File: src/rtl/mem_arb.sv
// mem_arb: single-port memory arbiter between instruction fetch (F) and load/store data (D).
// Build option MEM_ARB_RR_FAIR_EN alternates F/D under contention; default gives D fixed priority.
module mem_arb #(
  parameter int MEM_LAT = 1,
  parameter int AW      = 16,
  parameter int DW      = 32
) (
  input  logic          clk,
  input  logic          rst_f,
  input  logic          f_req,
  input  logic [AW-1:0] f_addr,
  output logic          f_ack,
  output logic [DW-1:0] f_rdata,
  input  logic          d_req,
  input  logic          d_we,
  input  logic [AW-1:0] d_addr,
  input  logic [DW-1:0] d_wdata,
  output logic          d_ack,
  output logic [DW-1:0] d_rdata,
  output logic          m_en,
  output logic          m_we,
  output logic [AW-1:0] m_addr,
  output logic [DW-1:0] m_wdata,
  input  logic [DW-1:0] m_rdata,
  output logic          busy
);
  typedef enum logic [1:0] {IDLE = 2'd0, ACCESS = 2'd1, DONE = 2'd2} state_t;
  localparam logic [3:0] CNT_INIT = 4'(MEM_LAT - 1);

  state_t          state_q, state_d;
  logic [3:0]      cnt_q, cnt_d;
  logic            gnt_d_q, gnt_d_d;
  logic            f_ack_q, f_ack_d;
  logic            d_ack_q, d_ack_d;
  logic [DW-1:0]   f_rdata_q, f_rdata_d;
  logic [DW-1:0]   d_rdata_q, d_rdata_d;
  logic            m_en_q, m_en_d;
  logic            m_we_q, m_we_d;
  logic [AW-1:0]   m_addr_q, m_addr_d;
  logic [DW-1:0]   m_wdata_q, m_wdata_d;
  logic            pick_d;

`ifdef MEM_ARB_RR_FAIR_EN
  logic last_d_q, last_d_d;

  // Under contention, serve whichever port did not win the previous grant.
  assign pick_d = d_req && (!f_req || !last_d_q);

  always_comb begin
    last_d_d = last_d_q;
    if (state_q == IDLE && (f_req || d_req)) last_d_d = pick_d;
  end

  always_ff @(posedge clk or negedge rst_f) begin
    if (!rst_f) last_d_q <= 1'b0;
    else        last_d_q <= last_d_d;
  end
`else
  assign pick_d = d_req;
`endif

  always_comb begin
    state_d   = state_q;
    cnt_d     = cnt_q;
    gnt_d_d   = gnt_d_q;
    f_ack_d   = 1'b0;
    d_ack_d   = 1'b0;
    f_rdata_d = f_rdata_q;
    d_rdata_d = d_rdata_q;
    m_en_d    = m_en_q;
    m_we_d    = m_we_q;
    m_addr_d  = m_addr_q;
    m_wdata_d = m_wdata_q;
    case (state_q)
      IDLE: begin
        if (f_req || d_req) begin
          gnt_d_d   = pick_d;
          m_en_d    = 1'b1;
          m_we_d    = pick_d && d_we;
          m_addr_d  = pick_d ? d_addr : f_addr;
          m_wdata_d = pick_d ? d_wdata : '0;
          cnt_d     = CNT_INIT;
          state_d   = ACCESS;
        end
      end
      ACCESS: begin
        if (cnt_q != 4'd0) begin
          cnt_d = cnt_q - 4'd1;
        end else begin
          if (gnt_d_q) begin
            d_ack_d = 1'b1;
            if (!m_we_q) d_rdata_d = m_rdata;
          end else begin
            f_ack_d   = 1'b1;
            f_rdata_d = m_rdata;
          end
          m_en_d  = 1'b0;
          m_we_d  = 1'b0;
          state_d = DONE;
        end
      end
      // One turnaround cycle while the ack is visible; requests are ignored here.
      DONE:    state_d = IDLE;
      default: state_d = IDLE;
    endcase
  end

  always_ff @(posedge clk or negedge rst_f) begin
    if (!rst_f) begin
      state_q   <= IDLE;
      cnt_q     <= 4'd0;
      gnt_d_q   <= 1'b0;
      f_ack_q   <= 1'b0;
      d_ack_q   <= 1'b0;
      f_rdata_q <= '0;
      d_rdata_q <= '0;
      m_en_q    <= 1'b0;
      m_we_q    <= 1'b0;
      m_addr_q  <= '0;
      m_wdata_q <= '0;
    end else begin
      state_q   <= state_d;
      cnt_q     <= cnt_d;
      gnt_d_q   <= gnt_d_d;
      f_ack_q   <= f_ack_d;
      d_ack_q   <= d_ack_d;
      f_rdata_q <= f_rdata_d;
      d_rdata_q <= d_rdata_d;
      m_en_q    <= m_en_d;
      m_we_q    <= m_we_d;
      m_addr_q  <= m_addr_d;
      m_wdata_q <= m_wdata_d;
    end
  end

  assign f_ack   = f_ack_q;
  assign d_ack   = d_ack_q;
  assign f_rdata = f_rdata_q;
  assign d_rdata = d_rdata_q;
  assign m_en    = m_en_q;
  assign m_we    = m_we_q;
  assign m_addr  = m_addr_q;
  assign m_wdata = m_wdata_q;
  assign busy    = (state_q != IDLE);

endmodule
File: config.mk
export PLATFORM = sky130hd
export DESIGN_NAME = mem_arb
export DESIGN_NICKNAME = d
export VERILOG_FILES = /design/src/rtl/mem_arb.sv
export SDC_FILE = /design/constraint.sdc
export NUM_CORES = 1
export LEC_CHECK = 0
export CAP_MARGIN = 20
export CORE_MARGIN = 1
export CORE_UTILIZATION = 30
export CTS_CLUSTER_DIAMETER = 80
export DETAILED_ROUTE_END_ITERATION = 10
export GPL_TIMING_DRIVEN = 0
export PLACE_DENSITY_LB_ADDON = 0.3
export SETUP_SLACK_MARGIN = 0.15
export SLEW_MARGIN = 20
export SYNTH_ARGS = -nofsm -noshare
export SYNTH_HDL_FRONTEND = slang
export SYNTH_SLANG_ARGS = --single-unit
File: constraint.sdc
create_clock -name clk -period 2.78 [get_ports clk]
set_input_delay 0.417 -clock clk [delete_from_list [all_inputs] [get_ports clk]]
set_output_delay 0.417 -clock clk [all_outputs]
set_load 0.01 [all_outputs]
## Word-level counts from Yosys, hierarchy flattened

Index checks and enable logic that the tools add are counted.
Widths: inputs -> output; s select.

- $add $sub $neg: 1
- Eq/ne operators: 4
- Mux-type cells: 19
- Bitwise gates (word level): 3
- Reduce and logical (&&, ||, !) cells: 12

Operator list:

| operator | number |
|---|---|
| $mux 32 | 1 |
| $mux 16 | 1 |
| $mux 1 | 9 |
| $reduce_and 3->1 | 3 |
| $mux 4 | 2 |
| $pmux 4 s2 | 1 |
| $ne 2x2->1 const B | 3 |
| $mux 2 | 2 |
| $pmux 1 s2 | 2 |
| $pmux 2 s2 | 1 |
| $reduce_and 2->1 | 2 |
| $reduce_and 4->1 | 1 |
| $reduce_bool 2->1 | 2 |
| $reduce_bool 4->1 | 1 |
| $sub 4x1->4 const B | 1 |
| $not 1->1 | 3 |
| $eq 2x1->1 const B | 1 |
| $logic_not 2->1 | 1 |
| $logic_and 1x1->1 | 1 |
| $logic_or 1x1->1 | 1 |

- Flip-flop bits (word level): 123
- Input port bits: 101
- Output and inout port bits: 117
- Word-level logic and storage cells: 50

## Longest topological paths before layout

- Depth after elaboration: 3
- Gate-level depth with buffers: 7
- Gate-level depth less buffers: 5

## Worst setup path before layout

Ideal clock, no wire load.

- Path type: register -> register
- From: register cnt_q[0]
- To: register f_rdata_q[10], in the netlist f_rdata[10]
- Setup time: 125 ps
- Arrival: 1960 ps
- Data required time: 2655 ps
- Path slack: 695 ps
- Stages on the path, launching flop included: 8
- Path buffers: 2
- Clock period less this slack: 2085 ps
- Path through: dfrtp_1 > inv_1 > ha_1 > or3b_4 > or3_1 > buf_6 > buf_12 > mux2_4

- Longest elaborated chain between the ends: 3

Ends and longest elaborated chain:

| what | RTL line | source |
|---|---|---|
| start: declaration | 31 | `logic [3:0] cnt_q, cnt_d;` |
| start signal: assignment | 123 | `cnt_q <= cnt_d;` |
| $reduce_bool 4->1 | 87 | `if (cnt_q != 4'd0) begin` |
| $not 1->1 (no line) | -- |  |
| $reduce_and 3->1 (no line) | -- |  |
| end signal: assignment | 127 | `f_rdata_q <= f_rdata_d;` |
| end: declaration | 35 | `logic [DW-1:0] f_rdata_q, f_rdata_d;` |

No other way between the ends.
A chain may end at the register's enable or synchronous reset.

## Final worst setup path

- From: register state_q[0]
- To: output port busy

- Longest elaborated chain between the ends: 1

Ends and longest elaborated chain:

| what | RTL line | source |
|---|---|---|
| start: declaration | 30 | `state_t state_q, state_d;` |
| start signal: assignment | 122 | `state_q <= state_d;` |
| $reduce_bool 2->1 | 144 | `assign busy = (state_q != IDLE);` |
| end: declaration | 25 | `output logic busy` |

No other way between the ends.

==> out/qor.json <==
{
  "worst_ir_drop_vdd": {"value": 467, "unit": "uV"},
  "detailedRoute.firstIterationViolations": {"value": 116},
  "core.rowCount": {"value": 46},
  "syn_nets": {"value": 433},
  "postCtsHoldBufs": {"value": 0},
  "power_frac_seq": {"value": 0.332},
  "timing.critical_path.required": {"value": 2360, "unit": "ps"},
  "power_frac_clock": {"value": 0.233},
  "routed-via-count": {"value": 3638},
  "io_buffers": {"value": 217},
  "worst_slew_pin_slew": {"value": 717, "unit": "ps"},
  "initial_core_util": {"value": 0.307},
  "grt_util_all_layers": {"value": 0.156},
  "design.die.area": {"value": 0.0169, "unit": "mm^2"},
  "grt_max_degree": {"value": 78},
  "crit_path_start": {"value": "state_q[0]"},
  "totalNegativeSetupSlack": {"value": 0, "unit": "ps"},
  "cts_inserted_buffers": {"value": 17},
  "fin_crit": {"value": 2500, "unit": "ps"},
  "clock_h_tree_levels": {"value": 4},
  "clk_pin_slew": {"value": 50, "unit": "ps"},
  "post_dp_cell_area": {"value": 0.00737, "unit": "mm^2"},
  "vias_in_the_first_global_route": {"value": 3826},
  "fin_crit_sh": {"value": 0.899},
  "vias_per_cell": {"value": 4.57},
  "clock_latency": {"value": 410, "unit": "ps"},
  "power.net_switching": {"value": 2.84, "unit": "mW"},
  "final_area": {"value": 0.00797, "unit": "mm^2"},
  "wl_per_cell": {"value": 16.1, "unit": "um"},
  "timing.setup.critical_path_class": {"value": "flop to primary output"},
  "global_route_wire_length_before_repair": {"value": 19.8, "unit": "mm"},
  "min-delay-path-class": {"value": "input pin to async pin"},
  "synth.yosys.warnings": {"value": 0},
  "crit_buf_inv": {"value": 3},
  "run_status": {"value": "finished clean"},
  "n_antenna_cell": {"value": 0},
  "power.internal": {"value": 6.54, "unit": "mW"},
  "hold_vio_cnt_final": {"value": 0},
  "antenna_violations_before_repair": {"value": 0},
  "netSwitchingFraction": {"value": 0.303},
  "detailed_place_hpwl": {"value": 9.37, "unit": "mm"},
  "routed_wl": {"value": 12.8, "unit": "mm"},
  "syn_area_per_cell": {"value": 14.9, "unit": "um^2"},
  "synth_largest_area_cell": {"value": "dfrtp_1"},
  "share_of_the_synthesized_area_in_the_top_cell_type": {"value": 0.628},
  "gp_congestion": {"value": 0.751},
  "relSlewSlack": {"value": 0.522},
  "worst_path_dominant_cell_family": {"value": "buffers and inverters"},
  "detailedPlace.worstSlack": {"value": 326, "unit": "ps"},
  "cts_num_sinks": {"value": 123},
  "power_per_cell_area": {"value": 1180, "unit": "mW/mm^2"},
  "clock-skew-final": {"value": 6.34, "unit": "ps"},
  "setup.worst_path.start_class": {"value": "flop"},
  "cts-root-buf": {"value": "clkbuf_16"},
  "critical_path.cell_chain": {"value": "nor2_2 > clkinv_2 > clkbuf_1 > clkdlybuf4s50_1"},
  "crit_arrival": {"value": 2080, "unit": "ps"},
  "synth.lib_cells_used.distinct": {"value": 38},
  "static-leakage-power": {"value": 3.44, "unit": "nW"},
  "fin_hold_ws": {"value": 35.9, "unit": "ps"},
  "clock_tree_from_tritoncts": {"value": "done"},
  "chipWidth": {"value": 130, "unit": "um"},
  "floorplan.io_pins": {"value": 218},
  "achievable-frequency": {"value": 400, "unit": "MHz"},
  "drv_cap": {"value": 0},
  "netlist_area": {"value": 0.00490, "unit": "mm^2"},
  "firstDrtPassIters": {"value": 4},
  "final_layout_size_suffix_gt1_frac": {"value": 0.181},
  "power.combinational.fraction": {"value": 0.435},
  "rsz0062_at_grt": {"value": "false"},
  "antenna_violating_nets_post_route": {"value": 0},
  "global_route.overflow_total": {"value": 0},
  "critical-path-max-stage-delay": {"value": 620, "unit": "ps"},
  "ys_seq_elements": {"value": 123},
  "report.final.setup_viol": {"value": 0},
  "die-height": {"value": 130, "unit": "um"},
  "worst-path-max-fanout": {"value": 10},
  "final_net_count": {"value": 670},
  "seq_area_frac_synth": {"value": 0.628},
  "drv_slew": {"value": 0},
  "post-route-worst-setup-slack": {"value": 281, "unit": "ps"},
  "crit_slowest_cell": {"value": "clkdlybuf4s50_1"},
  "worstSetupEndpointType": {"value": "primary output"},
  "netlist_instances": {"value": 330},
  "layout_area_growth_over_synthesis": {"value": 62.7, "unit": "%"},
  "core": {"value": 0.0159, "unit": "mm^2"},
  "reg2reg_from": {"value": "cnt_q[0]"},
  "drc_errors": {"value": 0},
  "ys_top_cells_by_area": {"value": "dfrtp_1 63%, mux2_4 8.9%, mux2_2 8.0%"},
  "number_of_buffers_between_clock_root_and_the_deepest_sink": {"value": 2}
}
## sequential cells by signal (all words and copies together), names as in the netlist
register / flops
gnt_d_q: 1
d_rdata: 32
f_rdata: 32
d_ack: 1
m_we: 1
m_en: 1
f_ack: 1
state_q: 2
cnt_q: 4
m_wdata: 32
m_addr: 16
## through the flow
stage | power (mW) | cells | util
final | 9.38 | 796 | 0.500
after global routing | 9.93 | 796 | 0.500
after CTS | 9.49 | 796 | 0.500
after detailed placement | 7.25 | 764 | 0.462
after global placement | 7.14 | 763 | 0.461
after floorplan | 4.97 | 330 | -
## layout make-up
type,instances,area [um^2]
Buffer,20,133
Inverter,6,23.8
Clock inverter,9,114
Clock buffer,23,478
Tap cell,216,270
Multi-Input combinational cell,181,1680
Fill cell,1427,7970
Timing Repair Buffer,218,2200
Sequential cell,123,3080
## power by group through the flow
stage	registers, mW	clock network (mW)	logic (mW)
global route	3.23	2.33	4.38
finish	3.12	2.19	4.07
CTS	3.12	2.24	4.13
floorplan	3.46	0	1.52
detailed placement	3.13	0	4.12
global placement	3.10	0	4.04
## final timing paths
check	depth (start not counted)	endpoint	slack [ps]
worst max register to register	6	d_rdata[22]	480
worst min register to register	2	m_addr[9]	500
worst min-delay path	1	d_rdata[9]	40
worst max-delay path	4	busy	280
min in group clk	2	m_addr[9]	500
max in group asynchronous	2	f_rdata[21]	2070
## metal layers
layer  GRT usage  vias to the layer above  wire [um]
met5           0                        -          0
met4      0.0636                        0        169
met3      0.0537                       12       1020
met2       0.249                      161       5980
met1       0.193                     1780       5630
li1            -                     1685          -
## synthesized netlist by cell type
cell,instances
buf_12,3
nand2_1,3
and3_1,1
nor3b_1,1
and2b_2,1
o21ai_0,35
a32oi_1,1
buf_2,1
a21o_1,1
clkbuf_1,14
a22o_1,32
nor2b_1,1
ha_1,2
nor4b_1,1
or3_1,1
o22ai_1,2
o211ai_1,1
o21ai_1,1
nor3_1,2
and2_1,1
nor2_1,4
o21a_1,1
nand2b_1,1
a21oi_1,1
dfrtp_1,123
o221ai_1,1
buf_6,1
a21boi_0,1
buf_1,1
clkinv_1,1
mux2_2,35
or3b_4,1
nand4_1,1
mux2i_1,16
mux2_4,29
nand3_1,2
o31ai_1,1
inv_1,5
## logic make-up after synthesis
kind of cell | Yosys count | synth area share
buffers and inverters | 26 | 0.0317
DFF | 123 | 0.628
AOI/OAI and AO/OA | 78 | 0.109
and+or+nand+nor | 21 | 0.0245
adders and majority gates | 2 | 0.00511
muxes | 80 | 0.202
## cells in the final DEF (no fill, tap or decap), drive strengths merged, types with 2 or more instances in the layout
cell type	n
buf	8
o22ai	2
nor2	4
clkinvlp	6
nor3	2
nand2	3
ha	2
clkinv	2
bufinv	2
o21ai	36
nand3	2
inv	5
clkbuf	37
mux2i	16
mux2	64
clkdlybuf4s50	216
a22o	32
dfrtp	123
## repair_timing
action,in CTS,in global routing
setup endpoints to repair,1,31
setup buffers,0,0
hold endpoints to repair,0,0
gates resized for setup,1,2
gates cloned,0,0
## worst register-to-register path: stages (launching register included)
cell and delay [ps]:
dfrtp_1 370, inv_1 110, ha_1 220, nor3b_2 390
nand4_1 330, clkbuf_1 390, mux2_2 370
Note: power is estimated with default switching activity, not from simulation.
